## src/rtl/imem_boot_pkg.sv

```systemverilog
// Shared types and constants for the instruction-memory boot loader.
// Contents: loader FSM state encoding, byte/word/timeout widths and the
// default frame start byte.
package imem_boot_pkg;

  localparam int unsigned BYTE_W = 8;
  localparam int unsigned WORD_W = 16;
  localparam int unsigned TMO_W  = 24;
  localparam int unsigned CNT_W  = 8;

  localparam logic [BYTE_W-1:0] SYNC_BYTE_DEF = 8'hA5;

  typedef enum logic [2:0] {
    IDLE,
    LEN,
    LO,
    HI,
    WRITE,
    CSUM,
    DONE,
    ERR
  } state_t;

endpackage

```

## src/rtl/boot_byte_skid.sv

```systemverilog
// One-entry byte holding register. It parks a UART byte that arrives while
// the loader cannot take it, until the loader pops it.
// Ports:
//   clk, rst        clock, synchronous active-high reset
//   in_valid/in_data  store request and byte (a store wins over a pop)
//   pop             drop the held byte
//   out_valid/out_data  held byte
//   full            entry occupied
module boot_byte_skid #(
  parameter int unsigned DATA_W = 8
) (
  input  logic              clk,
  input  logic              rst,
  input  logic              in_valid,
  input  logic [DATA_W-1:0] in_data,
  input  logic              pop,
  output logic              out_valid,
  output logic [DATA_W-1:0] out_data,
  output logic              full
);

  logic              full_q, full_d;
  logic [DATA_W-1:0] data_q, data_d;

  // Storing a new byte in the same cycle as a pop replaces the old one.
  always_comb begin
    full_d = full_q;
    data_d = data_q;
    if (in_valid) begin
      full_d = 1'b1;
      data_d = in_data;
    end else if (pop) begin
      full_d = 1'b0;
    end
  end

  always_ff @(posedge clk) begin
    if (rst) begin
      full_q <= 1'b0;
      data_q <= '0;
    end else begin
      full_q <= full_d;
      data_q <= data_d;
    end
  end

  assign out_valid = full_q;
  assign out_data  = data_q;
  assign full      = full_q;

endmodule

```

## src/rtl/imem_boot_ctrl.sv

```systemverilog
// Program BSRAM boot loader. Receives a framed image over UART bytes
// (SYNC_BYTE, LEN, LEN x {lo, hi}[, CSUM]), writes it word by word into the
// BSRAM, holds the CPU while loading, then restarts it at PC 0.
// Optional feature macro: IMEM_BOOT_CSUM_EN adds a trailing checksum byte
// (LEN + all data bytes, mod 256); mismatch leaves the CPU held in ERR.
// Ports:
//   clk, rst        clock, synchronous active-high reset
//   rx_valid/rx_data  received UART byte strobe and value
//   cpu_pc          CPU fetch address
//   mem_ad/mem_din/mem_wre/mem_ce  BSRAM port (mem_ad is a live mux)
//   cpu_run         CPU enable; cpu_restart one-cycle PC-reset pulse
//   busy            frame in progress; err sticky frame error
//   words_loaded    words written in the last/current frame
module imem_boot_ctrl
  import imem_boot_pkg::*;
#(
  parameter int unsigned        ADDR_W    = 11,
  parameter logic [BYTE_W-1:0]  SYNC_BYTE = SYNC_BYTE_DEF,
  parameter logic [TMO_W-1:0]   TIMEOUT   = 24'd270000
) (
  input  logic              clk,
  input  logic              rst,
  input  logic              rx_valid,
  input  logic [BYTE_W-1:0] rx_data,
  input  logic [ADDR_W-1:0] cpu_pc,
  output logic [ADDR_W-1:0] mem_ad,
  output logic [WORD_W-1:0] mem_din,
  output logic              mem_wre,
  output logic              mem_ce,
  output logic              cpu_run,
  output logic              cpu_restart,
  output logic              busy,
  output logic              err,
  output logic [CNT_W-1:0]  words_loaded
);

  state_t              state_q, state_d;
  logic [ADDR_W-1:0]   addr_q, addr_d;
  logic [CNT_W-1:0]    len_q, len_d;
  logic [BYTE_W-1:0]   lo_q, lo_d;
  logic [WORD_W-1:0]   word_q, word_d;
  logic [CNT_W-1:0]    words_q, words_d;
  logic [TMO_W-1:0]    tmo_q, tmo_d;
  logic                err_q, err_d;
  logic                busy_q, busy_d;
  logic                cpu_run_q, cpu_run_d;
  logic                cpu_restart_q, cpu_restart_d;
  logic                mem_wre_q, mem_wre_d;
`ifdef IMEM_BOOT_CSUM_EN
  logic [BYTE_W-1:0]   csum_q, csum_d;
`endif

  logic                skid_valid, skid_full;
  logic [BYTE_W-1:0]   skid_data;
  logic                can_accept_c, byte_valid_c, skid_push_c, skid_pop_c;
  logic                overflow_c, counting_c, tmo_hit_c;
  logic [BYTE_W-1:0]   byte_data_c;

  // Byte source: a parked byte always goes ahead of a fresh rx byte.
  always_comb begin
    can_accept_c = (state_q != WRITE) && (state_q != DONE);
    byte_valid_c = can_accept_c && (skid_valid || rx_valid);
    byte_data_c  = skid_valid ? skid_data : rx_data;
    skid_pop_c   = can_accept_c && skid_valid;
    skid_push_c  = rx_valid && (skid_valid ? can_accept_c : !can_accept_c);
    overflow_c   = rx_valid && skid_full && !can_accept_c;
    counting_c   = (state_q == LEN) || (state_q == LO) ||
                   (state_q == HI)  || (state_q == CSUM);
    tmo_hit_c    = (tmo_q >= (TIMEOUT - TMO_W'(1)));
  end

  boot_byte_skid #(
    .DATA_W (BYTE_W)
  ) u_skid (
    .clk       (clk),
    .rst       (rst),
    .in_valid  (skid_push_c),
    .in_data   (rx_data),
    .pop       (skid_pop_c),
    .out_valid (skid_valid),
    .out_data  (skid_data),
    .full      (skid_full)
  );

  // Loader FSM: next state, datapath updates and registered output decode.
  always_comb begin
    state_d  = state_q;
    addr_d   = addr_q;
    len_d    = len_q;
    lo_d     = lo_q;
    word_d   = word_q;
    words_d  = words_q;
    tmo_d    = '0;
    err_d    = err_q;
`ifdef IMEM_BOOT_CSUM_EN
    csum_d   = csum_q;
`endif

    case (state_q)
      IDLE, ERR: begin
        if (byte_valid_c && (byte_data_c == SYNC_BYTE)) begin
          state_d = LEN;
          addr_d  = '0;
          words_d = '0;
          err_d   = 1'b0;
`ifdef IMEM_BOOT_CSUM_EN
          csum_d  = '0;
`endif
        end
      end
      LEN: begin
        if (byte_valid_c) begin
          len_d   = byte_data_c;
          state_d = (byte_data_c == '0) ? IDLE : LO;
`ifdef IMEM_BOOT_CSUM_EN
          csum_d  = byte_data_c;
`endif
        end
      end
      LO: begin
        if (byte_valid_c) begin
          lo_d    = byte_data_c;
          state_d = HI;
`ifdef IMEM_BOOT_CSUM_EN
          csum_d  = csum_q + byte_data_c;
`endif
        end
      end
      HI: begin
        if (byte_valid_c) begin
          word_d  = {byte_data_c, lo_q};
          state_d = WRITE;
`ifdef IMEM_BOOT_CSUM_EN
          csum_d  = csum_q + byte_data_c;
`endif
        end
      end
      WRITE: begin
        addr_d  = addr_q + ADDR_W'(1);
        words_d = words_q + CNT_W'(1);
        if (words_d == len_q) begin
`ifdef IMEM_BOOT_CSUM_EN
          state_d = CSUM;
`else
          state_d = DONE;
`endif
        end else begin
          state_d = LO;
        end
      end
`ifdef IMEM_BOOT_CSUM_EN
      CSUM: begin
        if (byte_valid_c) begin
          state_d = (byte_data_c == csum_q) ? DONE : ERR;
        end
      end
`endif
      DONE:    state_d = IDLE;
      default: state_d = IDLE;
    endcase

    // Inter-byte timeout only runs while waiting for a frame byte.
    if (counting_c && !byte_valid_c) begin
      if (tmo_hit_c) begin
        state_d = ERR;
      end else begin
        tmo_d = tmo_q + TMO_W'(1);
      end
    end

    if (overflow_c) begin
      state_d = ERR;
    end

    if (state_d == ERR) begin
      err_d = 1'b1;
    end

    // cpu_run rises on the same edge as the restart pulse.
    cpu_run_d     = (state_d == IDLE) || (state_d == DONE);
    busy_d        = (state_d != IDLE) && (state_d != ERR);
    cpu_restart_d = (state_d == DONE);
    mem_wre_d     = (state_d == WRITE);
  end

  always_ff @(posedge clk) begin
    if (rst) begin
      state_q       <= IDLE;
      addr_q        <= '0;
      len_q         <= '0;
      lo_q          <= '0;
      word_q        <= '0;
      words_q       <= '0;
      tmo_q         <= '0;
      err_q         <= 1'b0;
      busy_q        <= 1'b0;
      cpu_run_q     <= 1'b1;
      cpu_restart_q <= 1'b0;
      mem_wre_q     <= 1'b0;
`ifdef IMEM_BOOT_CSUM_EN
      csum_q        <= '0;
`endif
    end else begin
      state_q       <= state_d;
      addr_q        <= addr_d;
      len_q         <= len_d;
      lo_q          <= lo_d;
      word_q        <= word_d;
      words_q       <= words_d;
      tmo_q         <= tmo_d;
      err_q         <= err_d;
      busy_q        <= busy_d;
      cpu_run_q     <= cpu_run_d;
      cpu_restart_q <= cpu_restart_d;
      mem_wre_q     <= mem_wre_d;
`ifdef IMEM_BOOT_CSUM_EN
      csum_q        <= csum_d;
`endif
    end
  end

  // BSRAM address follows the CPU except during the single write cycle.
  assign mem_ad       = (state_q == WRITE) ? addr_q : cpu_pc;
  assign mem_din      = word_q;
  assign mem_wre      = mem_wre_q;
  assign mem_ce       = 1'b1;
  assign cpu_run      = cpu_run_q;
  assign cpu_restart  = cpu_restart_q;
  assign busy         = busy_q;
  assign err          = err_q;
  assign words_loaded = words_q;

endmodule

```

## config.mk

```make
export PLATFORM = sky130hd
export DESIGN_NAME = imem_boot_ctrl
export DESIGN_NICKNAME = d
export VERILOG_FILES = /design/src/rtl/imem_boot_pkg.sv /design/src/rtl/boot_byte_skid.sv /design/src/rtl/imem_boot_ctrl.sv
export SDC_FILE = /design/constraint.sdc
export NUM_CORES = 1
export LEC_CHECK = 0
export ABC_AREA = 1
export BUFFER_PORTS_ARGS = -buffer_cell sky130_fd_sc_hd__buf_2
export CORE_MARGIN = 2
export CORE_UTILIZATION = 47
export CTS_CLUSTER_DIAMETER = 100
export DETAILED_ROUTE_END_ITERATION = 16
export HOLD_SLACK_MARGIN = 0.06
export PLACE_DENSITY_LB_ADDON = 0.3
export SYNTH_ARGS = -nofsm -noshare
export SYNTH_HDL_FRONTEND = slang
export SYNTH_SLANG_ARGS = --single-unit
```

## constraint.sdc

```tcl
create_clock -name clk -period 2.3 [get_ports clk]
set_input_delay 0.46 -clock clk [delete_from_list [all_inputs] [get_ports clk]]
set_output_delay 0.46 -clock clk [all_outputs]
set_load 0.005 [all_outputs]
```

# Word-level counts from Yosys, hierarchy flattened

Index checks and enable logic that the tools add are counted.

$add $sub $neg: 3
$mul: 0
Div/mod/pow operators: 0
$lt $le $gt $ge: 1
Eq/ne operators: 15
Shifts and indexed selects: 0
Multiplexer cells: 22
Bitwise gates (word level): 1
Reductions and logical operators: 31

Operators with widths:

| kind                  | number |
|---|---|
| $add 24x1->24 const B | 1 |
| $ge 24x19->1 const B  | 1 |
| $mux 3                | 8 |
| $mux 11               | 2 |
| $pmux 11 s2           | 1 |
| $eq 3x3->1 const B    | 6 |
| $mux 8                | 2 |
| $pmux 8 s2            | 1 |
| $pmux 3 s5            | 1 |
| $add 11x1->11 const B | 1 |
| $reduce_and 2->1      | 5 |
| $logic_and 1x1->1     | 9 |
| $ne 3x3->1 const B    | 3 |
| $add 8x1->8 const B   | 1 |
| $eq 8x8->1            | 1 |
| $eq 8x8->1 const B    | 1 |
| $logic_not 8->1       | 1 |
| $reduce_bool 2->1     | 4 |
| $eq 3x2->1 const B    | 2 |
| $logic_not 3->1       | 2 |
| $mux 1                | 6 |
| $logic_or 1x1->1      | 5 |
| $eq 3x1->1 const B    | 1 |
| $reduce_bool 3->1     | 1 |
| 6 further kinds       | 7 |

Flip-flop bits (word level): 92
Bits in latches: 0
RAM bits: 0
Bits in read-only memories: 0
Input bits: 22
Word-level logic and storage cells: 87
Memories kept: 0

# Depth between registers and ports, before layout

Word-level depth: 12
Gate-level depth with buffers: 15
Depth with buffers taken out: 15

# Cells and area by module

From an unflattened synthesis, not the netlist that was laid out.

Cell total of the unflattened synthesis: 635
Area total of the unflattened synthesis: 4399.2 µm²

Modules (own cells, without submodules):

| module         | times used | cells each | area each (µm²) |
|---|---|---|---|
| imem_boot_ctrl | 1          | 596        | 4087.7 |
| boot_byte_skid | 1          | 39         | 311.5 |

# Worst setup path after synthesis

No wires, ideal clock.

Kind: flip-flop to flip-flop
Start point: reg state_q[1]
End point: reg u_skid.data_q[6] (netlist: u_skid.out_data[6])
Arrival time: 1815 ps
Required time: 2230 ps
Path slack: 415 ps
Stages on the path, launching flop included: 11
Buffers on the path: 2
Cell sequence: dfxtp_1 buf_4 nor2_4 nand2_4 nand2_1 inv_1 ha_1 nor2_1 clkbuf_1 o21ai_0 a21oi_1

Cells in the longest elaborated chain, start to end: 5
Elaborated cells on any way between the ends: 6
Classes of those cells: eq/ne (2); mux (1); reduce/logical (3)

RTL lines:

| item                   | line                  | RTL |
|---|---|---|
| from (decl)            | imem_boot_ctrl.sv:37  | `state_t state_q, state_d;` |
| from (signal assigned) | imem_boot_ctrl.sv:204 | `state_q <= state_d;` |
| $ne 3x3->1             | imem_boot_ctrl.sv:61  | `can_accept_c = (state_q != WRITE) && (state_q != DONE);` |
| $logic_and 1x1->1 (*)  | imem_boot_ctrl.sv:61  |  |
| $logic_not 1->1        | imem_boot_ctrl.sv:65  | `skid_push_c = rx_valid && (skid_valid ? can_accept_c : !can_accept_c);` |
| $mux 1 (*)             | imem_boot_ctrl.sv:65  |  |
| $logic_and 1x1->1 (*)  | imem_boot_ctrl.sv:65  |  |
| to (signal assigned)   | boot_byte_skid.sv:43  | `data_q <= data_d;` |
| to (decl)              | boot_byte_skid.sv:23  | `logic [DATA_W-1:0] data_q, data_d;` |

Every way passes the cells marked *; elsewhere a longest branch is shown, timed or not.
A chain may end at the register's enable or synchronous reset.

# Worst setup path in the final report

Start point: reg tmo_q[0]
End point: reg tmo_q[17]

Cells in the longest elaborated chain, start to end: 2
Elaborated cells on any way between the ends: 3
Classes of those cells: add/sub (1); order compare (1); reduce/logical (1)

RTL lines:

| item                      | line                  | RTL |
|---|---|---|
| from (decl)               | imem_boot_ctrl.sv:43  | `logic [TMO_W-1:0] tmo_q, tmo_d;` |
| from (signal assigned)    | imem_boot_ctrl.sv:210 | `tmo_q <= tmo_d;` |
| $ge 24x19->1              | imem_boot_ctrl.sv:69  | `tmo_hit_c = (tmo_q >= (TIMEOUT - TMO_W'(1)));` |
| $reduce_or 3->1 (no line) | n/a                   |  |

Parallel ways exist; a longest one is shown, timed or not.

==> results_dict.tcl <==
set metrics [dict create \
    path_max_fanout 17 \
    numCtsBuffers 9 \
    core_area_um2 9240 \
    p_per_area_nw_per_um2 810.9 \
    hpwl_um 7011 \
    async_flop_share_pct 0 \
    cts_tree "built" \
    grt_pass1_vias 3688 \
    layout_min_cycle_time_ns 2.068 \
    slew_viol_final 0 \
    seq_area_frac_synth_pct 41.31 \
    rsz0062_at_grt "false" \
    cts_sinks 92 \
    worstPathRequired_ns 2.59 \
    firstDrtPassIters 5 \
    grt_max_degree 36 \
    synth_edf_count 0 \
    max_freq_ghz 0.4835 \
    drive_gt1_share_pct 18.74 \
    drt_iter0_drc 228 \
    p_leak_nw 2.169 \
    crit_arrival_ns 2.36 \
    wl_per_cell_um 11.66 \
    setup_viol 0 \
    antenna_found_initial 0 \
    synth.cell_area_um2 4458 \
    fillers 890 \
    hold_viol 0 \
    synthCells 636 \
    num_io_pins 63 \
    maxCapViolCount 0 \
    routabilityCongestion 0.8430 \
    yosysUniqueCellTypes 40 \
    end_kind "flip-flop" \
    clk-insertion-delay-late_ns 0.36 \
    dp_cells 812 \
    grt_use_total_pct 19.70 \
    holdCritPathClass "input port to flip-flop" \
    layout_commonest_cell "nand2_1" \
    grt_pass1_wl_um 16400 \
    via_count 4068 \
    multiInputGateArea_um2 2213 \
    seq_area_um2 1842 \
    ys_ff_latch 92 \
    remaining_drc_errors 0 \
    initial_core_util_pct 48.25 \
    synth_ff_type "dfxtp_1" \
    die_w_um 101.4 \
    vias_per_cell 4.913 \
    antenna-diode-count 0 \
    avgSynthCellArea_um2 7.009 \
    ys_warn_count 0 \
    status "completed" \
    start_kind "flip-flop" \
    rows 35 \
    cts_resized 0 \
    nets 720 \
    fin_crit_sh_pct 89.93 \
    post_cts_hold_buffer_count 0 \
    clockBufferDepth 2 \
    clk_pin_slew_ns 0.09 \
    post-cts-setup-buffers 0 \
    finalSetupTns_ns 0 \
    die-area_um2 10280 \
    final_cells 828 \
    clock_skew_ns 0.009648 \
    layout_common_cells "134 x nand2_1, 92 x dfxtp_1, 79 x nor2_1, 73 x inv_1, 61 x buf_2" \
    port_buffers 61 \
    area_delta_synth_final_pct 14.20 \
    criticalPathCategory "flip-flop to flip-flop" \
    cts_root_buf "clkbuf_8" \
    vdd_drop_max_mv 0.4251 \
    die_y_um 101.4 \
    wl_um 9651 \
    ant_nets 0 \
    h-tree-depth 3 \
    grt-ovfl-total 0 \
]
[through the flow]
step	hold WS (ns)	cell area (um^2)	total power (W)	setup WS [ns]	util, %
6_report	0.3537	5091	0.004128	0.2316	55.10
5_1_grt	0.3423	5091	0.004411	0.01962	55.10
4_1_cts	0.3409	5091	0.004166	0.2338	55.10
3_5_place_dp	0.4407	4871	0.002992	0.2910	52.72
3_3_place_gp	0.4315	4871	0.002958	0.4131	52.72
2_1_floorplan	0.4175	4473	0.002721	0.4148	-
[critical path: stages (launching register included)]
cell and delay [ns]:
dfxtp_1 0.33, ha_1 0.23, nand3_1 0.15, nand2_1 0.10, a21boi_0 0.17, nor2_1 0.07, nor2_1 0.22, nand3_2 0.35
inv_1 0.18, o21ai_1 0.08, a21oi_1 0.12
[cell families (layout without fill, tap and decap cells)]
kind of cell | Yosys count | count (layout) | share of synthesized area [%]
AOI/OAI and AO/OA | 121 | 121 | 14.62
xor gates and xnor gates | 7 | 7 | 1.375
adders and majority gates | 4 | 4 | 1.123
buffers and inverters | 103 | 162 | 9.374
DFF | 92 | 92 | 41.31
other | 2 | 6 | 0.1685
and+or+nand+nor | 307 | 307 | 32.02
[synth_stat cells (2+ instances only)]
cell type | number | area (um^2)
nor2_1 | 79 | 296.5
xor2_1 | 4 | 35.03
nor3_2 | 2 | 20.02
inv_2 | 4 | 15.01
nor3b_1 | 3 | 22.52
conb_1 | 2 | 7.510
nor2_4 | 4 | 45.04
a211oi_1 | 10 | 75.07
dfxtp_1 | 92 | 1842
xnor2_1 | 3 | 26.28
ha_1 | 4 | 50.05
a21oi_1 | 53 | 265.3
a21oi_2 | 2 | 17.52
nor3_1 | 8 | 40.04
nand3_1 | 35 | 175.2
a31oi_1 | 2 | 12.51
buf_4 | 4 | 30.03
nand2_1 | 134 | 503.0
nand3_2 | 5 | 50.05
o21ai_1 | 3 | 15.01
inv_1 | 73 | 274.0
nand4_4 | 2 | 42.54
nor2_2 | 10 | 62.56
clkbuf_1 | 13 | 48.80
nand2_2 | 14 | 87.58
nand4_1 | 5 | 31.28
o21ai_0 | 47 | 235.2
nand3b_1 | 2 | 15.01
buf_2 | 6 | 30.03
[per-layer routing]
layer	wire length (um)	vias up	global-route usage, %
met3	377	12	4.417
met1	4499	1836	25.53
met2	4662	76	32.96
met5	0	-	0
met4	112	0	5.717
li1	-	2144	-
[final cells by class]
class / instances / area share [%]
clock buffers: 12 / 3.244
clock inverters: 4 / 1.081
inverters: 77 / 5.677
multi-input cells: 445 / 43.48
flip-flops and latches: 92 / 36.18
well taps: 129 / 3.170
repair buffers: 69 / 7.176
[registers in the layout, summed over array words and instances, names as in the netlist]
register	cells
mem_wre	1
tmo_q	24
len_q	8
u_skid.out_data	8
err	1
u_skid.full	1
busy	1
lo_q	8
addr_q	11
cpu_restart	1
mem_din	16
words_loaded	8
cpu_run	1
state_q	3
[worst paths after layout]
check              from                 end  slack [ns]  cells after the start
min reg2reg    tmo_q[0]            tmo_q[0]        0.45                      1
min          rx_data[6]  u_skid.out_data[6]        0.35                      3
max reg2reg    tmo_q[0]           tmo_q[17]        0.23                     10
max            tmo_q[0]           tmo_q[17]        0.23                     10
[power breakdown]
group / leakage, nW / switching (W) / internal (W)
logic: 1.31 / 0.000697 / 0.000383
registers: 0.745 / 0.000121 / 0.00176
clock network: 0.109 / 0.000574 / 0.000598
total: 2.17 / 0.00139 / 0.00274
Note: power is estimated with default switching activity, not from simulation.
